--- src/rtl/matrix_arbiter_pkg.sv ---
// Shared types and constants for the LED-matrix ownership arbiter.
package matrix_arbiter_pkg;

    localparam int unsigned MATRIX_DIM_X = 6;
    localparam int unsigned MATRIX_DIM_Y = 6;
    localparam int unsigned IMG_W        = MATRIX_DIM_X * MATRIX_DIM_Y;
    localparam int unsigned NUM_REQ      = 3;
    localparam logic [1:0]  OWNER_NONE   = 2'd3;

    typedef enum logic {
        StIdle = 1'b0,
        StOwn  = 1'b1
    } state_e;

    // Round-robin successor over requesters 0..2.
    function automatic logic [1:0] rr_next(input logic [1:0] idx);
        return (idx >= 2'd2) ? 2'd0 : idx + 2'd1;
    endfunction

    function automatic logic [1:0] onehot_to_idx(input logic [NUM_REQ-1:0] oh);
        case (oh)
            3'b001:  return 2'd0;
            3'b010:  return 2'd1;
            3'b100:  return 2'd2;
            default: return OWNER_NONE;
        endcase
    endfunction

    function automatic logic [IMG_W-1:0] sel_img(input logic [1:0]       idx,
                                                 input logic [IMG_W-1:0] i0,
                                                 input logic [IMG_W-1:0] i1,
                                                 input logic [IMG_W-1:0] i2);
        case (idx)
            2'd0:    return i0;
            2'd1:    return i1;
            2'd2:    return i2;
            default: return '0;
        endcase
    endfunction

endpackage

--- src/rtl/matrix_arbiter_if.sv ---
// Requester/scanner side bundle of the matrix arbiter.
interface matrix_arbiter_if;
    import matrix_arbiter_pkg::*;

    logic                 frame_done;
    logic [NUM_REQ-1:0]   req;
    logic [IMG_W-1:0]     img0;
    logic [IMG_W-1:0]     img1;
    logic [IMG_W-1:0]     img2;
    logic [NUM_REQ-1:0]   gnt;
    logic [1:0]           owner;
    logic [IMG_W-1:0]     img_out;
    logic                 handover;

    modport master (
        output frame_done, req, img0, img1, img2,
        input  gnt, owner, img_out, handover
    );

    modport slave (
        input  frame_done, req, img0, img1, img2,
        output gnt, owner, img_out, handover
    );

endinterface

--- src/rtl/matrix_arbiter_rr_picker.sv ---
// Combinational 3-way round-robin picker: first set mask bit at or after start.
module rr_picker
    import matrix_arbiter_pkg::*;
(
    input  logic [NUM_REQ-1:0] mask,
    input  logic [1:0]         start,
    output logic [NUM_REQ-1:0] winner,
    output logic               valid
);

    logic [1:0] idx;

    always_comb begin
        winner = '0;
        valid  = 1'b0;
        idx    = start;
        for (int off = 0; off < NUM_REQ; off++) begin
            if (!valid && mask[idx]) begin
                winner[idx] = 1'b1;
                valid       = 1'b1;
            end
            idx = rr_next(idx);
        end
    end

endmodule

--- src/rtl/matrix_arbiter.sv ---
// Frame-synchronous ownership arbiter for a 6x6 LED matrix; all state lives here and
// every decision is taken only on the scanner's frame_done pulse.
module matrix_arbiter
    import matrix_arbiter_pkg::*;
#(
    parameter int unsigned      HOLD_FRAMES = 4,
    parameter logic [IMG_W-1:0] IDLE_IMG    = 36'd0
) (
    input  logic             clk,
    input  logic             rst,
    matrix_arbiter_if.slave  bus
);

    localparam logic [3:0] HoldLast = 4'(HOLD_FRAMES - 1);
    localparam logic [3:0] HoldMax  = 4'(HOLD_FRAMES);

    state_e               state_q;
    logic [NUM_REQ-1:0]   gnt_q;
    logic [1:0]           owner_q;
    logic [1:0]           last_owner_q;
    logic [3:0]           frame_cnt_q;
    logic [IMG_W-1:0]     img_q;
    logic                 handover_q;

    logic [NUM_REQ-1:0]   pick_mask;
    logic [NUM_REQ-1:0]   winner;
    logic                 win_valid;
    logic [1:0]           win_idx;
    logic                 owner_req;
    logic                 do_grant;
    logic                 do_release;

    // In OWN the current owner is masked out, so the picker only ever offers a change.
    always_comb begin
        pick_mask = (state_q == StOwn) ? (bus.req & ~gnt_q) : bus.req;
    end

    rr_picker u_rr_picker (
        .mask   (pick_mask),
        .start  (rr_next(last_owner_q)),
        .winner (winner),
        .valid  (win_valid)
    );

    always_comb begin
        win_idx    = onehot_to_idx(winner);
        owner_req  = |(bus.req & gnt_q);
        do_grant   = 1'b0;
        do_release = 1'b0;
        if (bus.frame_done) begin
            if (state_q == StIdle) begin
                do_grant = win_valid;
            end else if (win_valid && (!owner_req || frame_cnt_q >= HoldLast)) begin
                do_grant = 1'b1;
            end else if (!owner_req) begin
                do_release = 1'b1;
            end
        end
    end

    always_ff @(posedge clk) begin
        if (rst) begin
            state_q      <= StIdle;
            gnt_q        <= '0;
            owner_q      <= OWNER_NONE;
            last_owner_q <= 2'd2;
            frame_cnt_q  <= '0;
            img_q        <= IDLE_IMG;
            handover_q   <= 1'b0;
        end else begin
            handover_q <= 1'b0;
            if (do_grant) begin
                state_q      <= StOwn;
                gnt_q        <= winner;
                owner_q      <= win_idx;
                last_owner_q <= win_idx;
                frame_cnt_q  <= '0;
                img_q        <= sel_img(win_idx, bus.img0, bus.img1, bus.img2);
                handover_q   <= 1'b1;
            end else if (do_release) begin
                state_q     <= StIdle;
                gnt_q       <= '0;
                owner_q     <= OWNER_NONE;
                frame_cnt_q <= '0;
                img_q       <= IDLE_IMG;
                handover_q  <= 1'b1;
            end else if (bus.frame_done && state_q == StOwn) begin
                img_q <= sel_img(owner_q, bus.img0, bus.img1, bus.img2);
                if (frame_cnt_q < HoldMax) begin
                    frame_cnt_q <= frame_cnt_q + 4'd1;
                end
            end
        end
    end

    assign bus.gnt      = gnt_q;
    assign bus.owner    = owner_q;
    assign bus.img_out  = img_q;
    assign bus.handover = handover_q;

endmodule

--- src/flat_wrapper.sv ---
// flat-port wrapper written by rule: the top's interface ports become plain ports
module matrix_arbiter_flat import matrix_arbiter_pkg::*;
#(
    parameter int unsigned      HOLD_FRAMES = 4,
    parameter logic [IMG_W-1:0] IDLE_IMG    = 36'd0
)
  (clk, rst, bus_frame_done, bus_req, bus_img0, bus_img1, bus_img2, bus_gnt, bus_owner, bus_img_out, bus_handover);
  matrix_arbiter_if bus_i ();
  input  logic clk;
  input  logic rst;
  input wire logic [$bits(bus_i.frame_done)-1:0] bus_frame_done;
  input wire logic [$bits(bus_i.req)-1:0] bus_req;
  input wire logic [$bits(bus_i.img0)-1:0] bus_img0;
  input wire logic [$bits(bus_i.img1)-1:0] bus_img1;
  input wire logic [$bits(bus_i.img2)-1:0] bus_img2;
  output wire logic [$bits(bus_i.gnt)-1:0] bus_gnt;
  output wire logic [$bits(bus_i.owner)-1:0] bus_owner;
  output wire logic [$bits(bus_i.img_out)-1:0] bus_img_out;
  output wire logic [$bits(bus_i.handover)-1:0] bus_handover;
  assign bus_i.frame_done = bus_frame_done;
  assign bus_i.req = bus_req;
  assign bus_i.img0 = bus_img0;
  assign bus_i.img1 = bus_img1;
  assign bus_i.img2 = bus_img2;
  assign bus_gnt = bus_i.gnt;
  assign bus_owner = bus_i.owner;
  assign bus_img_out = bus_i.img_out;
  assign bus_handover = bus_i.handover;
  matrix_arbiter #(.HOLD_FRAMES(HOLD_FRAMES), .IDLE_IMG(IDLE_IMG)) u_core (.clk(clk), .rst(rst), .bus(bus_i));
endmodule
--- config.mk ---
export PLATFORM = sky130hd
export DESIGN_NAME = matrix_arbiter_flat
export DESIGN_NICKNAME = d
export VERILOG_FILES = /design/src/rtl/matrix_arbiter_pkg.sv /design/src/rtl/matrix_arbiter_if.sv /design/src/rtl/matrix_arbiter_rr_picker.sv /design/src/rtl/matrix_arbiter.sv /design/src/flat_wrapper.sv
export SDC_FILE = /design/constraint.sdc
export NUM_CORES = 1
export LEC_CHECK = 0
export BUFFER_PORTS_ARGS = -buffer_cell sky130_fd_sc_hd__clkbuf_2
export CAP_MARGIN = 20
export CORE_ASPECT_RATIO = 0.6
export CORE_UTILIZATION = 45
export CTS_CLUSTER_SIZE = 14
export DETAILED_ROUTE_END_ITERATION = 16
export HOLD_SLACK_MARGIN = 0.15
export PLACE_DENSITY_LB_ADDON = 0.3
export SYNTH_ARGS = -nofsm -noshare
export SYNTH_HDL_FRONTEND = slang
export SYNTH_HIERARCHICAL = 1
export SYNTH_SLANG_ARGS = --single-unit
--- constraint.sdc ---
create_clock -name clk -period 3.3 [get_ports clk]
set_clock_uncertainty 0.05 [all_clocks]
set_input_delay 0.165 -clock clk [delete_from_list [all_inputs] [get_ports clk]]
set_output_delay 0.165 -clock clk [all_outputs]
set_load 0.005 [all_outputs]
==> results of run 1 <==
[sequential cells by signal, summed over array words and instances (netlist names)]
signal and flops:
u_core/bus.gnt 3, u_core/bus.handover 1, u_core/bus.img_out 36, u_core/bus.owner 2, u_core/frame_cnt_q 4, u_core/last_owner_q 2
u_core/state_q 1
[metal layers]
layer	global-route usage [%]	vias up	part of all wire (%)
li1	-	2249	-
met5	0	-	0
met1	38.3	2303	44
met2	48.7	280	45
met3	4.43	15	9.3
met4	10.4	0	1.2
[worst reg2reg max path, cell delays in order (launching register included)]
cell      delay [ns]
dfxtp_1         0.39
a21boi_0        0.39
inv_1           0.17
a221oi_4        0.26
buf_4           0.64
nor3b_4         0.11
o21bai_4        0.46
o211ai_1        0.27
a211oi_2        0.10
[cells in the final DEF (no fill, tap or decap), types with 5 or more instances in the layout]
cell and n:
mux2i_1 37, buf_4 15, o2bb2ai_1 36, clkbuf_16 5, dfxtp_1 48, o211ai_1 36
nor2_1 41, a211oi_2 36, a21oi_1 78, clkbuf_2 155, nand3b_1 72, and2_1 36
[final timing paths]
kind | from | to | cells after the start
worst max-delay path | u_core/state_q$_SDFFE_PP0P_ | u_core/bus.img_out[28]$_SDFFE_PP0P_ | 8
worst min-delay path | bus_img1[18] | u_core/bus.img_out[18]$_SDFFE_PP0P_ | 4
worst max register to register | u_core/state_q$_SDFFE_PP0P_ | u_core/bus.img_out[28]$_SDFFE_PP0P_ | 8
worst min register to register | u_core/frame_cnt_q[3]$_SDFFE_PP0P_ | u_core/frame_cnt_q[3]$_SDFFE_PP0P_ | 1
[what timing repair did]
item                                    CTS  global route
endpoints found under the setup margin    0             9
endpoints found under the hold margin     0             0
resized for setup                         0             1
[layout make-up]
type,instances,area share (%)
sequential,49,18.2
clock buffer,7,2.83
multi-input combinational,422,58.6
clock inverter,1,0.0927
tap,130,3.01
timing repair buffer,172,17.2
inverter,2,0.139
[cell usage after synthesis (all sizes together), types with 2 or more instances]
master   count
nor3         5
xnor2        2
a21oi       79
dfxtp       49
nor3b        2
o21a         2
nor2        41
inv          2
nand2        4
clkbuf      40
a31oi        2
and2        36
buf         21
o2bb2ai     36
nand3b      72
nor2b        4
and3b        3
o211ai      36
a211oi      36
xor2         3
a21boi       4
o21bai       4
mux2i       37
o21ai        5
[cell families (layout without fill, tap and decap cells)]
family          Yosys count  in the layout  synth area share [%]
compound gates          209            209                  36.8
simple gates            170            170                  24.4
buf+inv                  63            182                  6.61
flops                    49             49                  22.4
mux                      37             37                  8.47
xor+xnor                  5              5                  1.00
fa+ha+maj                 1              1                 0.286
[metrics by stage]
| step | worst slack [ns] | total power [mW] | hold WS (ns) | std cells |
|---|---|---|---|---|
| after floorplan | 0.821 | 1.11 | 0.399 | 534 |
| after global placement | 0.481 | 1.33 | 0.437 | 775 |
| after detailed placement | 0.239 | 1.36 | 0.442 | 775 |
| after CTS | 0.226 | 1.92 | 0.287 | 783 |
| after global routing | 0.116 | 2.01 | 0.310 | 783 |
| final | 0.298 | 1.92 | 0.293 | 783 |
[power by group through the flow]
stage	Clock [mW]	Combinational, mW	Sequential [mW]
detailed placement	0	0.673	0.687
global route	0.590	0.737	0.679
CTS	0.566	0.676	0.674
finish	0.554	0.687	0.675
global placement	0	0.649	0.686
floorplan	0	0.439	0.668
==> out/metrics.cfg, run 1 <==
[run_status]
status=finished, final reports clean

[final_layout]
nets=767
area.sequential_um2=982
diodes=0
n_fill_cell=875
multi_input_area_um2=3160
area_growth_pct=23.5
utilization_pct=58.1
drive_above_1_share_pct=35.1
fin_area_um2=5400

[logic_synthesis]
yosys.area.top_type_share_pct=22.4
netlist_instances=534
ys_ff_latch=49
synthDistinctLibCells=42
synth_area_um2=4370
synth_ff_type=dfxtp_1
syn-num-nets=649
yosysSeqAreaShare_pct=22.4
async_reset_ff_share_pct=0
synth_area_leaders=dfxtp_1, nand3b_1, a211oi_2
avgSynthCellArea_um2=8.19
yosysTopAreaCell=dfxtp_1
yosysWarningCount=6
synth_edf_count=0

[power_and_ir_drop]
intPower_mw=1.24
pwr-share-comb_pct=35.8
pwr_density_cell_nw_per_um2=355
ir_drop_uv=207
leakagePower_nw=2.26
clockPowerShare_pct=28.9
p_switching_mw=0.679
p_seq_share_pct=35.2
switching_share_pct=35.4

[clock_network]
cts_sinks=49
hold_buffers=0
ctsHtreeMaxLevel=2
cts_buffers=5
postCtsSetupBuffers=0
cts_buffer_depth=2
root_buffer=clkbuf_16
clock_latency_ns=0.29
cts.clk_slew.worst_paths_ns=0.07
cts_tree=built

[flow_run]
maxCapViolCount=0

[setup_path]
cp.arrival_ns=3.09
crit_family=compound AO/OA/AOI/OAI gates
cp_num_buf_inv=2
crit_path_cell_trace=a21boi_0, inv_1, a221oi_4, buf_4, nor3b_4, o21bai_4, o211ai_1, a211oi_2
required_ns=3.38
end_kind=register
start_kind=register
slowest_stage=buf_4
path_class=reg2reg
crit_path_max_fanout=76
ff2ff_setup_slack_ns=0.30
cpPeakStageDelay_ns=0.64

[floorplan]
initial_core_util_pct=47.1
floorplan.rows=27
core_area_um2=9290
die-height_um=78.4
io_pins=156
fp.dieArea_um2=10100
die_x_um=129

[detailed_routing]
drt_iter0_markers=406
avgRoutedWirePerCell_um=19.3
vias_per_cell=6.19
num_vias=4847
dr.pass1.iters=5
drt-total-wl_um=15100
ant_nets=0
route.detailed.drc=0

[timing]
final.setup.tns_ns=0
max-slew-margin-rel_pct=30.6
period_minus_slack_ns=3.00
rsz0062_at_grt=no
finalHoldViolations=0
max_freq_mhz=333
tightest_slew_ns=1.04
fin_crit_sh_pct=91.0
setup_viol=0
maxSlewViolCount=0

[global_route]
grt_pass1_wl_um=23200
grt_max_degree=77
grt_overflow=0
antenna_found_initial=0
grt_pass1_vias=4716
grt_usage_pct=29.2

[place]
place.gp.congestion=0.902
place_area_um2=5240
port_buffers=155
dp_hpwl_um=10100

[min_path]
hp-class=in2reg

Power figures use the tool's default switching activity.
==> run 2, diff against run 1 <==
--- a/config.mk
+++ b/config.mk
@@ -15,5 +15,4 @@
 export PLACE_DENSITY_LB_ADDON = 0.3
 export SYNTH_ARGS = -nofsm -noshare
 export SYNTH_HDL_FRONTEND = slang
-export SYNTH_HIERARCHICAL = 1
 export SYNTH_SLANG_ARGS = --single-unit
==> run 2 against run 1 <==
  * Critical path depth is 2 lower
  * Global-route usage is 0.50 points lower
  * Power is 2.1% lower
  * Synthesized cell count is 22% lower
  * Highest routed layer unchanged
==> out/metrics.cfg, run 2 <==
[run_status]
status=finished, final reports clean

[final_layout]
utilization_pct=66.0
diodes=0
largest_reg_flops=36
nets=695
n_fill_cell=639
final_cell_mix=clkbuf_2, dfxtp_1, a21oi_1, dlygate4sd3_1
drive_above_1_share_pct=32.9
area_growth_pct=40.9
final_common_cell=clkbuf_2

[floorplan]
core_area_um2=7300
io_pins=156
die-height_um=69.5
initial_core_util_pct=46.9
fp.dieArea_um2=7970
floorplan.rows=24
die_x_um=115

[logic_synthesis]
syn-num-nets=530
yosysTopAreaCell=dfxtp_1
synth_top_family_by_area=compound AO/OA/AOI/OAI gates
async_reset_ff_share_pct=0
synthAdderAreaFrac_pct=0.366
synth_simple_gate_area_share_pct=13.2
synth-xor-area-share_pct=0.256
synth_common_cells=dfxtp_1, a21oi_1
synth_ff_type=dfxtp_1
synth_area_leaders=dfxtp_1, a222oi_1, mux2i_1
yosysSeqAreaShare_pct=28.7
yosys.area.top_type_share_pct=28.7
synth_most_common_cell=dfxtp_1
yosysWarningCount=0
synth_area_um2=3420
ys_ff_latch=49
netlist_instances=415
synthDistinctLibCells=37
synth_compound_area_share_pct=39.6
synth_edf_count=0
avgSynthCellArea_um2=8.24
synthMuxAreaShare_pct=10.8

[global_route]
grt_max_degree=47
grt_pass1_vias=3791
grt_overflow=0
antenna_found_initial=0
grt_pass1_wl_um=18400
grt_usage_pct=28.7

[detailed_routing]
num_vias=4192
drt_iter0_markers=632
dr.pass1.iters=10
vias_per_cell=6.12
avgRoutedWirePerCell_um=17.0
ant_nets=0
drt-total-wl_um=11700
route.detailed.drc=0

[timing]
rsz0062_at_grt=no
setup_viol=0
fin_crit_sh_pct=84.1
final.setup.tns_ns=0
max-slew-margin-rel_pct=29.6
max_freq_mhz=360
finalHoldViolations=0
period_minus_slack_ns=2.78
tightest_slew_ns=1.05
maxSlewViolCount=0
holdWs_ns=0.145

[power_and_ir_drop]
pwr_density_cell_nw_per_um2=389
leakagePower_nw=2.24
ir_drop_uv=200

[clock_network]
cts_buffer_depth=2
cts_buffers=5
postCtsSetupBuffers=0
cts_sinks=49
hold_buffers=42
cts.clk_slew.worst_paths_ns=0.06
clock_latency_ns=0.28
cts.repair.resized=0
ctsHtreeMaxLevel=2
cts_tree=built
root_buffer=clkbuf_16

[flow_run]
maxCapViolCount=0

[min_path]
holdCritStartpoint=bus_img2[31]
min_path_cells=3
hp-class=in2reg
holdPathEnd=u_core.bus.img_out[31]$_SDFFE_PP0P_

[place]
place.gp.congestion=0.824
dp_hpwl_um=7550
port_buffers=155

[setup_path]
r2r-start=u_core.state_q$_SDFFE_PP0P_
rr_endpoint=u_core.bus.img_out[0]$_SDFFE_PP0P_
cp.arrival_ns=2.95
crit_path_max_fanout=36
crit_path_cell_trace=a21bo_2, o21ai_1, a21oi_4, a222oi_1, dlygate4sd3_1, o21ai_1
ff2ff_setup_slack_ns=0.52
start_kind=register
required_ns=3.47
r2r.worst_path.cells=6
slowest_stage=a21oi_4
cp_common_cell=o21ai_1
cpPeakStageDelay_ns=0.84
end_kind=register
path_class=reg2reg

==> run 2: power breakdown <==
group	internal, mW	total (mW)	switching, mW	leakage [nW]
Clock	0.379	0.590	0.211	0.0841
Combinational	0.292	0.611	0.320	1.75
Sequential	0.640	0.676	0.0352	0.402
==> run 2: final cells by class <==
| cell class | instances | area [um2] | area share (%) |
|---|---|---|---|
| clock buffers | 7 | 143 | 2.96 |
| clock inverters | 1 | 30.0 | 0.623 |
| inverters | 4 | 15.0 | 0.312 |
| multi-input cells | 313 | 2240 | 46.4 |
| flip-flops and latches | 49 | 982 | 20.4 |
| well taps | 104 | 130 | 2.70 |
| repair buffers | 207 | 1280 | 26.6 |
==> run 2: routing by layer <==
layer  vias up  global-route usage (%)  part of all wire (%)
met2       245                    46.1                    44
met1      1934                    39.7                    45
li1       1994                       -                     -
met4         0                    6.93                   1.4
met5         -                       0                     0
met3        19                    5.59                   9.7
==> run 2: cells by family (layout without fill, tap and decap cells) <==
logic type	Yosys count	in the layout
AO/OA/AOI/OAI	204	204
multiplexers	37	37
flip-flops	49	49
adder cells (fa/ha/maj)	1	1
AND/OR/NAND/NOR	70	70
buffers and inverters	53	219
XOR/XNOR	1	1
==> run 2: per-stage QoR <==
stage | total power [mW] | cells | instance area [um2] | setup slack [ns]
after global routing | 1.98 | 685 | 4820 | 0.286
final | 1.88 | 685 | 4820 | 0.523
after CTS | 1.88 | 685 | 4820 | 0.614
after detailed placement | 1.23 | 635 | 4230 | 0.833
after floorplan | 1.01 | 415 | 3420 | 1.15
after global placement | 1.22 | 635 | 4230 | 0.928
==> run 2: worst max-delay path by stage <==
stage / from / endpoint / slack (ns) / depth (start not counted)
6_report: u_core.state_q$_SDFFE_PP0P_ / u_core.bus.img_out[0]$_SDFFE_PP0P_ / 0.52 / 6
5_1_grt: u_core.state_q$_SDFFE_PP0P_ / u_core.bus.img_out[29]$_SDFFE_PP0P_ / 0.29 / 6
4_1_cts: u_core.state_q$_SDFFE_PP0P_ / u_core.bus.img_out[14]$_SDFFE_PP0P_ / 0.61 / 6
3_5_place_dp: u_core.bus.gnt[2]$_SDFFE_PP0P_ / u_core.bus.img_out[34]$_SDFFE_PP0P_ / 0.83 / 6
3_3_place_gp: u_core.bus.gnt[2]$_SDFFE_PP0P_ / u_core.bus.img_out[34]$_SDFFE_PP0P_ / 0.93 / 6
2_1_floorplan: u_core.frame_cnt_q[0]$_SDFFE_PP0P_ / u_core.bus.img_out[10]$_SDFFE_PP0P_ / 1.15 / 8
==> run 2: critical path: cells and delay by family, from the launching register on <==
| family | cells | cell delay [ns] |
|---|---|---|
| flip-flops | 1 | 0.52 |
| AO/OA/AOI/OAI | 5 | 1.49 |
| buffers and inverters | 1 | 0.64 |
==> run 3, diff against run 2 <==
==> constraint.sdc (replaced) <==
create_clock -name clk -period 2.7 [get_ports clk]
set_clock_uncertainty 0.05 [all_clocks]
set_input_delay 0.135 -clock clk [delete_from_list [all_inputs] [get_ports clk]]
set_output_delay 0.135 -clock clk [all_outputs]
set_load 0.005 [all_outputs]
==> run 3 against run 2 <==
  * Critical path depth up 2
  * Final cell count up 7.4%
  * Core utilization up 7.4 points
  * Register-to-register slack worse by 0.43 ns
  * First-iteration DRC count grew 7.6%
  * Clock-buffer cell count stayed put
  * Sequential share of layout area decreased by 2.1 points
  * Setup slack worse by 0.43 ns
  * Hold slack got worse by 0.0035 ns
  * Combinational power grew 37%
  * Critical path type unchanged
==> out/metrics.cfg, run 3 (synthesis gave the netlist of run 2 again) <==
[clock_network]
cts_buffers=5
root_buffer=clkbuf_16
cts_sinks=49
cts_buffer_depth=2
cts.clk_slew.worst_paths_ns=0.06
cts_tree=built
clock_latency_ns=0.29
ctsHtreeMaxLevel=2

[final_layout]
final_cell_mix=clkbuf_2, dlygate4sd3_1, dfxtp_1
diodes=0
n_fill_cell=569
utilization_pct=73.5
nets=746
area_growth_pct=56.7
drive_above_1_share_pct=31.2
final_common_cell=clkbuf_2
largest_reg_flops=36

[floorplan]
die_x_um=115
initial_core_util_pct=46.9
core_area_um2=7300
io_pins=156
fp.dieArea_um2=7970
floorplan.rows=24
die-height_um=69.5

[detailed_routing]
avgRoutedWirePerCell_um=18.1
dr.pass1.iters=8
route.detailed.drc=0
drt-total-wl_um=13300
ant_nets=0
vias_per_cell=6.27
num_vias=4612
drt_iter0_markers=680

[setup_path]
ff2ff_setup_slack_ns=0.1
end_kind=register
start_kind=register
required_ns=2.82
path_class=reg2reg
r2r.worst_path.cells=8
r2r-start=u_core.bus.gnt[2]$_SDFFE_PP0P_
crit_start=u_core.bus.gnt[2]$_SDFFE_PP0P_
crit_path_max_fanout=16
rr_endpoint=u_core.bus.img_out[12]$_SDFFE_PP0P_
cp.arrival_ns=2.73

[min_path]
hp-class=in2reg
holdCritStartpoint=bus_img0[30]
min_path_cells=3
holdPathEnd=u_core.bus.img_out[30]$_SDFFE_PP0P_

[timing]
finalHoldViolations=0
tightest_slew_ns=0.859
setup_viol=0
max_freq_mhz=384
maxSlewViolCount=0
max-slew-margin-rel_pct=42.7
fin_crit_sh_pct=96.5
fin_ws_ns=0.0958
period_minus_slack_ns=2.60

[global_route]
grt_pass1_wl_um=20500
use_met3_pct=7.26
busiest_layer=met2
grt_max_degree=47
use_met1_pct=41.3
grt_usage_pct=32.0
antenna_found_initial=0
gr-usage-met2_pct=51.2
grt_pass1_vias=4297
grt_overflow=0

[place]
port_buffers=155
dp_hpwl_um=7580
dpl_worst_slack_ns=0.443
place.gp.congestion=0.885

[power_and_ir_drop]
leakagePower_nw=2.46
ir_drop_uv=315
pwr_density_cell_nw_per_um2=449

[flow_run]
maxCapViolCount=0

[run_status]
status=finished, final reports clean

run 3: area by class of cell:
| type | count | area [um2] | area share [%] |
|---|---|---|---|
| Clock buffer | 7 | 143 | 2.66 |
| Clock inverter | 1 | 30.0 | 0.560 |
| Inverter | 4 | 15.0 | 0.280 |
| Multi-Input combinational cell | 314 | 2250 | 42.0 |
| Sequential cell | 49 | 982 | 18.3 |
| Tap cell | 104 | 130 | 2.43 |
| Timing Repair Buffer | 257 | 1810 | 33.7 |
run 3: metal layers:
layer | vias to the layer above | routed length (um)
met2 | 326 | 6010
met4 | 0 | 316
met5 | - | 0
met1 | 2145 | 5650
li1 | 2102 | -
met3 | 39 | 1330
run 3: metrics by stage:
| stage | instance area (um2) | hold slack [ns] | power, mW | instances | TNS (ns) |
|---|---|---|---|---|---|
| finish | 5360 | 0.141 | 2.40 | 736 | 0 |
| global route | 5360 | 0.153 | 2.52 | 736 | -0.0322 |
| CTS | 5330 | 0.151 | 2.37 | 734 | 0 |
| detailed placement | 4280 | 0.386 | 1.52 | 639 | 0 |
| global placement | 4280 | 0.375 | 1.50 | 639 | 0 |
| floorplan | 3420 | 0.199 | 1.24 | 415 | 0 |
run 3: worst max path at each step:
stage	depth (start not counted)	endpoint	slack [ns]
4_1_cts	6	u_core.bus.img_out[12]$_SDFFE_PP0P_	0.02
3_5_place_dp	7	u_core.bus.img_out[31]$_SDFFE_PP0P_	0.44
5_1_grt	7	u_core.bus.img_out[28]$_SDFFE_PP0P_	-0.03
3_3_place_gp	7	u_core.bus.img_out[10]$_SDFFE_PP0P_	0.50
2_1_floorplan	8	u_core.bus.img_out[10]$_SDFFE_PP0P_	0.55
6_report	8	u_core.bus.img_out[12]$_SDFFE_PP0P_	0.1
run 3: worst max-delay path, stage by stage (launching register included):
cell           delay, ns
dfxtp_1             0.43
a222oi_1            0.16
or4_4               0.51
and3_1              0.19
buf_4               0.17
nand2_1             0.09
buf_4               0.25
o2bb2ai_1           0.08
dlygate4sd3_1       0.55
run 3: repair_timing:
item                       in CTS  in global routing
gates resized for setup         0                  1
setup buffers                   0                  1
hold endpoints to repair       37                  0
hold buffers                   87                  0
setup endpoints to repair       0                 20
run 3: power breakdown:
group,internal (mW),switching [mW],total (mW)
clock network,0.463,0.266,0.729
registers,0.783,0.0564,0.839
logic,0.427,0.410,0.837
